--- config.mk ---
export PLATFORM = sky130hd
export DESIGN_NAME = regfile_wb_arbiter
export DESIGN_NICKNAME = d
export VERILOG_FILES = /design/src/rtl/regfile_wb_arbiter.sv
export SDC_FILE = /design/constraint.sdc
export NUM_CORES = 1
export LEC_CHECK = 0
export BUFFER_PORTS_ARGS = -buffer_cell sky130_fd_sc_hd__buf_2
export CAP_MARGIN = 30
export CORE_ASPECT_RATIO = 1.4
export CORE_MARGIN = 2
export CORE_UTILIZATION = 30
export CTS_CLUSTER_DIAMETER = 50
export CTS_CLUSTER_SIZE = 8
export DETAILED_ROUTE_END_ITERATION = 10
export PLACE_DENSITY = 0.56
export SYNTH_ARGS = -nofsm -noshare
export SYNTH_HDL_FRONTEND = slang
export SYNTH_SLANG_ARGS = --single-unit
--- constraint.sdc ---
create_clock -name clk -period 2.03 [get_ports clk]
set_clock_uncertainty 0.05 [all_clocks]
set_input_delay 0.203 -clock clk [delete_from_list [all_inputs] [get_ports clk]]
set_output_delay 0.203 -clock clk [all_outputs]
set_load 0.01 [all_outputs]
--- src/rtl/regfile_wb_arbiter.sv ---
// regfile_wb_arbiter: arbitrates the ALU and load write-back paths onto the
// single register-bank write port using round-robin valid/ready handshakes.
// Optional busy scoreboard for decode hazard stalls: define RF_SCOREBOARD_EN.
//
// Ports:
//   clk, rst_n                  clock, asynchronous active-low reset
//   alu_valid/alu_rd/alu_data   ALU write-back request;  alu_ready accept (comb)
//   mem_valid/mem_rd/mem_data   load write-back request; mem_ready accept (comb)
//   issue_valid/issue_rd/rs1/rs2  instruction being issued by decode
//   stall                       decode must hold (comb; 0 without scoreboard)
//   rf_we/rf_waddr/rf_wdata     registered register-bank write port
//   contention_cnt              saturating count of cycles with both valid
module regfile_wb_arbiter #(
  parameter int unsigned ADDR_W = 5,
  parameter int unsigned DATA_W = 64,
  parameter int unsigned NREG   = 32,
  parameter int unsigned CNT_W  = 16
) (
  input  logic              clk,
  input  logic              rst_n,
  input  logic              alu_valid,
  input  logic [ADDR_W-1:0] alu_rd,
  input  logic [DATA_W-1:0] alu_data,
  output logic              alu_ready,
  input  logic              mem_valid,
  input  logic [ADDR_W-1:0] mem_rd,
  input  logic [DATA_W-1:0] mem_data,
  output logic              mem_ready,
  input  logic              issue_valid,
  input  logic [ADDR_W-1:0] issue_rd,
  input  logic [ADDR_W-1:0] rs1,
  input  logic [ADDR_W-1:0] rs2,
  output logic              stall,
  output logic              rf_we,
  output logic [ADDR_W-1:0] rf_waddr,
  output logic [DATA_W-1:0] rf_wdata,
  output logic [CNT_W-1:0]  contention_cnt
);

  typedef enum logic {GRANT_ALU = 1'b0, GRANT_MEM = 1'b1} grant_e;

  grant_e            last_grant;
  logic              grant;
  logic [ADDR_W-1:0] win_rd;
  logic [DATA_W-1:0] win_data;
  logic              contend;

  // Round-robin grant: on contention the side not granted last wins.
  always_comb begin
    alu_ready = 1'b0;
    mem_ready = 1'b0;
    contend   = alu_valid && mem_valid;
    if (rst_n) begin
      if (contend) begin
        if (last_grant == GRANT_MEM) alu_ready = 1'b1;
        else                         mem_ready = 1'b1;
      end else begin
        alu_ready = alu_valid;
        mem_ready = mem_valid;
      end
    end
    grant    = alu_ready || mem_ready;
    win_rd   = mem_ready ? mem_rd   : alu_rd;
    win_data = mem_ready ? mem_data : alu_data;
  end

  // Write port register; writes to x0 are accepted but never reach the bank.
  always_ff @(posedge clk or negedge rst_n) begin
    if (!rst_n) begin
      rf_we      <= 1'b0;
      rf_waddr   <= '0;
      rf_wdata   <= '0;
      last_grant <= GRANT_ALU;
    end else begin
      rf_we <= grant && (win_rd != '0);
      if (grant && (win_rd != '0)) begin
        rf_waddr <= win_rd;
        rf_wdata <= win_data;
      end
      if (alu_ready)      last_grant <= GRANT_ALU;
      else if (mem_ready) last_grant <= GRANT_MEM;
    end
  end

  // Saturating contention counter.
  always_ff @(posedge clk or negedge rst_n) begin
    if (!rst_n) begin
      contention_cnt <= '0;
    end else if (contend && (contention_cnt != {CNT_W{1'b1}})) begin
      contention_cnt <= contention_cnt + CNT_W'(1);
    end
  end

`ifdef RF_SCOREBOARD_EN
  logic [NREG-1:0] busy;
  logic [NREG-1:0] busy_nxt;

  // x0 is never set, so it never reads as busy.
  always_comb begin
    stall    = issue_valid && (busy[rs1] || busy[rs2] || busy[issue_rd]);
    busy_nxt = busy;
    if (rf_we) busy_nxt[rf_waddr] = 1'b0;
    // Set after clear so a simultaneous set of the same index wins.
    if (issue_valid && !stall && (issue_rd != '0)) busy_nxt[issue_rd] = 1'b1;
  end

  always_ff @(posedge clk or negedge rst_n) begin
    if (!rst_n) busy <= '0;
    else        busy <= busy_nxt;
  end
`else
  logic unused_issue;
  assign unused_issue = ^{issue_valid, issue_rd, rs1, rs2};
  assign stall = 1'b0;
`endif

endmodule

==> impl_metrics.xml <==
<?xml version="1.0" encoding="UTF-8"?>
<metrics>
  <group name="status">
    <metric name="outcome" unit="">completed</metric>
  </group>
  <group name="clock_network">
    <metric name="clockRootBuffer" unit="">sky130_fd_sc_hd__clkbuf_16</metric>
    <metric name="numClockSinks" unit="">87</metric>
    <metric name="cts_tree" unit="">done</metric>
    <metric name="h-tree-depth" unit="">3</metric>
    <metric name="clk_pin_slew_worst_paths" unit="ns">0.07</metric>
    <metric name="cts_buffer_depth" unit="">2</metric>
    <metric name="clock_insertion_delay_worst_skew" unit="ns">0.34</metric>
    <metric name="cts_made_buffers" unit="">9</metric>
  </group>
  <group name="routing">
    <metric name="wl" unit="microns">11400</metric>
    <metric name="dr_total_vias" unit="">3548</metric>
    <metric name="final_antenna_net_count" unit="">0</metric>
    <metric name="route.detailed.wl_per_inst" unit="microns">14.9</metric>
    <metric name="detailedRoute.firstIterationViolations" unit="">75</metric>
    <metric name="routed_via_density" unit="">4.61</metric>
    <metric name="drc_violation_count_after_routing" unit="">0</metric>
    <metric name="drt_first_pass_iters" unit="">4</metric>
  </group>
  <group name="timing">
    <metric name="setup-violations-final" unit="">0</metric>
    <metric name="rsz_0062_raised_after_global_routing" unit="">false</metric>
    <metric name="finalHoldViolations" unit="">0</metric>
    <metric name="final.setup.tns" unit="ns">0</metric>
    <metric name="worst_slew_pin_slew" unit="ns">0.622</metric>
    <metric name="slew_headroom" unit="%">58.5</metric>
    <metric name="timing_max_transition_violations_final" unit="">0</metric>
    <metric name="fmax" unit="MHz">520</metric>
    <metric name="post-route-period-util" unit="%">94.7</metric>
    <metric name="final_period_minus_worst_setup_slack" unit="ns">1.92</metric>
  </group>
  <group name="floorplan">
    <metric name="design.core.area" unit="sq mm">0.0149</metric>
    <metric name="ios" unit="">247</metric>
    <metric name="rows" unit="">53</metric>
    <metric name="dieWidth" unit="microns">108</metric>
    <metric name="initial_cell_density_of_the_core" unit="%">30.6</metric>
    <metric name="fp.dieH" unit="microns">150</metric>
    <metric name="die-area" unit="sq mm">0.0162</metric>
  </group>
  <group name="synthesis">
    <metric name="post_synthesis_compound_gate_area_fraction" unit="%">2.06</metric>
    <metric name="synthSimpleGateAreaFrac" unit="%">7.38</metric>
    <metric name="synthesis_stage_register_bit_count" unit="">87</metric>
    <metric name="multiplexer_share_of_the_synthesized_area" unit="%">35.4</metric>
    <metric name="async_reset_ff_share" unit="%">100</metric>
    <metric name="combinational_family_with_the_most_area_after_synthesis" unit="">multiplexers</metric>
    <metric name="ys_seq_area_share" unit="%">47.7</metric>
    <metric name="post_synth_xor_area_fraction" unit="%">2.88</metric>
    <metric name="yosys.area_share.adder" unit="%">0.274</metric>
    <metric name="synth_fp_nets" unit="">490</metric>
    <metric name="number_of_enable_flip_flop_cells_after_synthesis" unit="">0</metric>
    <metric name="synth_area" unit="sq mm">0.00456</metric>
    <metric name="post_synth_inst_count" unit="">331</metric>
    <metric name="syn_avg_cell_area" unit="sq um">13.8</metric>
    <metric name="ys.flop_type" unit="">sky130_fd_sc_hd__dfrtp_1</metric>
    <metric name="ys_warn_count" unit="">0</metric>
    <metric name="synthDistinctLibCells" unit="">40</metric>
  </group>
  <group name="final_layout">
    <metric name="antennaDiodeCount" unit="">0</metric>
    <metric name="finalNetCount" unit="">732</metric>
    <metric name="layout-drive-gt1-share" unit="%">69.0</metric>
    <metric name="synthToLayoutAreaGrowth" unit="%">39.5</metric>
    <metric name="instances_no_fill" unit="">770</metric>
  </group>
  <group name="critical_path">
    <metric name="crit_arrival" unit="ns">2.09</metric>
    <metric name="timing.critical_path.to_type" unit="">register</metric>
    <metric name="worst-endpoint-required" unit="ns">2.20</metric>
    <metric name="rr_worst_depth" unit="">6</metric>
    <metric name="crit-reg2reg-capture" unit="">rf_wdata[35]</metric>
    <metric name="r2r_slack" unit="ns">0.11</metric>
    <metric name="reg2reg_from" unit="">last_grant</metric>
    <metric name="cp_cell_sequence" unit="">and2_4 -&gt; o211ai_1 -&gt; nor3b_4 -&gt; buf_4 -&gt; clkbuf_16 -&gt; mux2_4</metric>
    <metric name="crit_type" unit="">register to register</metric>
    <metric name="slowest_stage" unit="">sky130_fd_sc_hd__dfrtp_1</metric>
    <metric name="critical_path_peak_fanout" unit="">18</metric>
    <metric name="crit_path_max_incr_delay" unit="ns">0.38</metric>
    <metric name="start_kind" unit="">register</metric>
  </group>
  <group name="min_path">
    <metric name="whs_endpoint" unit="">rf_waddr[2]</metric>
    <metric name="holdCritStartpoint" unit="">alu_rd[2]</metric>
    <metric name="holdCritPathClass" unit="">input pin to register</metric>
    <metric name="worst_hold_path_depth" unit="">3</metric>
  </group>
  <group name="global_routing">
    <metric name="grt_max_degree" unit="">51</metric>
    <metric name="global_route_wire_length_before_repair" unit="microns">17200</metric>
    <metric name="gr-total-overflow" unit="">0</metric>
    <metric name="groute.usage.overall" unit="%">13.3</metric>
    <metric name="antenna_found_initial" unit="">0</metric>
    <metric name="grt_pass1_vias" unit="">3605</metric>
  </group>
  <group name="power_and_ir_drop">
    <metric name="power.ir.vdd_worst" unit="mV">0.451</metric>
    <metric name="leakage_power" unit="nW">3.17</metric>
    <metric name="power_density" unit="mW/mm^2">845</metric>
  </group>
  <group name="place">
    <metric name="dp.final_hpwl" unit="microns">8640</metric>
    <metric name="post_place_cells" unit="">748</metric>
    <metric name="finalWeightedCongestion" unit="">0.803</metric>
    <metric name="place.port_buffers" unit="">229</metric>
  </group>
  <group name="job">
    <metric name="maxCapViolations" unit="">0</metric>
  </group>
</metrics>
[kinds of logic (layout without fill, tap and decap cells)]
kind of cell,Yosys count,count (layout)
adders and majority gates,1,1
buffers and inverters,27,274
muxes,134,134
and+or+nand+nor,53,53
AOI/OAI and AO/OA,13,13
DFF,87,87
other,1,1
xor gates and xnor gates,15,15
[flip-flops by register name, summed over array words and instances (netlist names)]
signal / cells
rf_wdata: 64
contention_cnt: 16
rf_waddr: 5
last_grant: 1
rf_we: 1
[critical path, delay by kind of cell, from the launching register on]
kind,cells,cell delay (ns)
buffers and inverters,2,0.38
muxes,1,0.31
DFF,1,0.38
and+or+nand+nor,2,0.50
AOI/OAI and AO/OA,1,0.19
[power by group]
part	switching, W	leakage (nW)	internal [W]
combinational	0.000639	1.99	0.000796
clock	0.000719	0.147	0.000967
sequential	0.000218	1.03	0.00204
total	0.00158	3.17	0.00380
[worst max path at each step]
stage | startpoint | to
after floorplan | last_grant | rf_wdata[13]
after global placement | last_grant | rf_wdata[4]
after detailed placement | last_grant | rf_wdata[0]
after CTS | last_grant | rf_wdata[0]
after global routing | last_grant | rf_wdata[34]
final | last_grant | rf_wdata[35]
[routing by layer]
layer / GRT usage (%) / wire [microns]
met5: 0 / 0
met4: 3.97 / 141
met3: 4.22 / 849
met2: 24.6 / 6140
met1: 14.4 / 4320
[synthesized netlist by cell type, drive strengths merged, types with 2 or more instances]
library cell    n  area [sq um]
xnor2           4          35.0
nand3           6          30.0
dfrtp          87          2180
mux2i           5          50.1
nand2           8          30.0
nor3b           2          20.0
o22ai           4          25.0
xor2           11          96.3
nor2            4          15.0
buf            17           155
inv             9          33.8
nor3            8          40.0
nor4b           2          17.5
nor4           11          98.8
nand4           5          31.3
mux2          129          1570
[layout make-up]
class	instances	area, sq um
clock buffers	9	225
clock inverters	7	77.6
fillers	1455	8560
inverters	9	33.8
multi-input cells	217	2200
flip-flops and latches	87	2180
well taps	192	240
repair buffers	249	1410
[placed cells by master, fill, tap and decap left out, drive strengths merged, types with 5 or more instances in the layout]
master / count
buf: 246
nand3: 6
nand4: 5
nor4: 11
nor3: 8
mux2: 129
mux2i: 5
nand2: 8
inv: 12
xor2: 11
dfrtp: 87
clkbuf: 11
[timing repair]
item	in CTS	in global routing
hold buffers	2	0
setup buffers	0	2
endpoints found under the setup margin	0	34
gates resized for setup	0	4
endpoints found under the hold margin	73	0
[through the flow]
step / util [%] / area (sq um) / power (W) / hold WS [ns] / setup slack [ns]
6_report: 42.7 / 6360 / 0.00538 / 0.156 / 0.107
5_1_grt: 42.7 / 6360 / 0.00568 / 0.149 / 0.0160
4_1_cts: 42.2 / 6290 / 0.00546 / 0.140 / 0.0369
3_5_place_dp: 39.9 / 5960 / 0.00372 / 0.287 / 0.0663
3_3_place_gp: 39.9 / 5960 / 0.00369 / 0.286 / 0.126
2_1_floorplan: - / 4560 / 0.00308 / -0.143 / 0.168
Power figures use the tool's default switching activity.
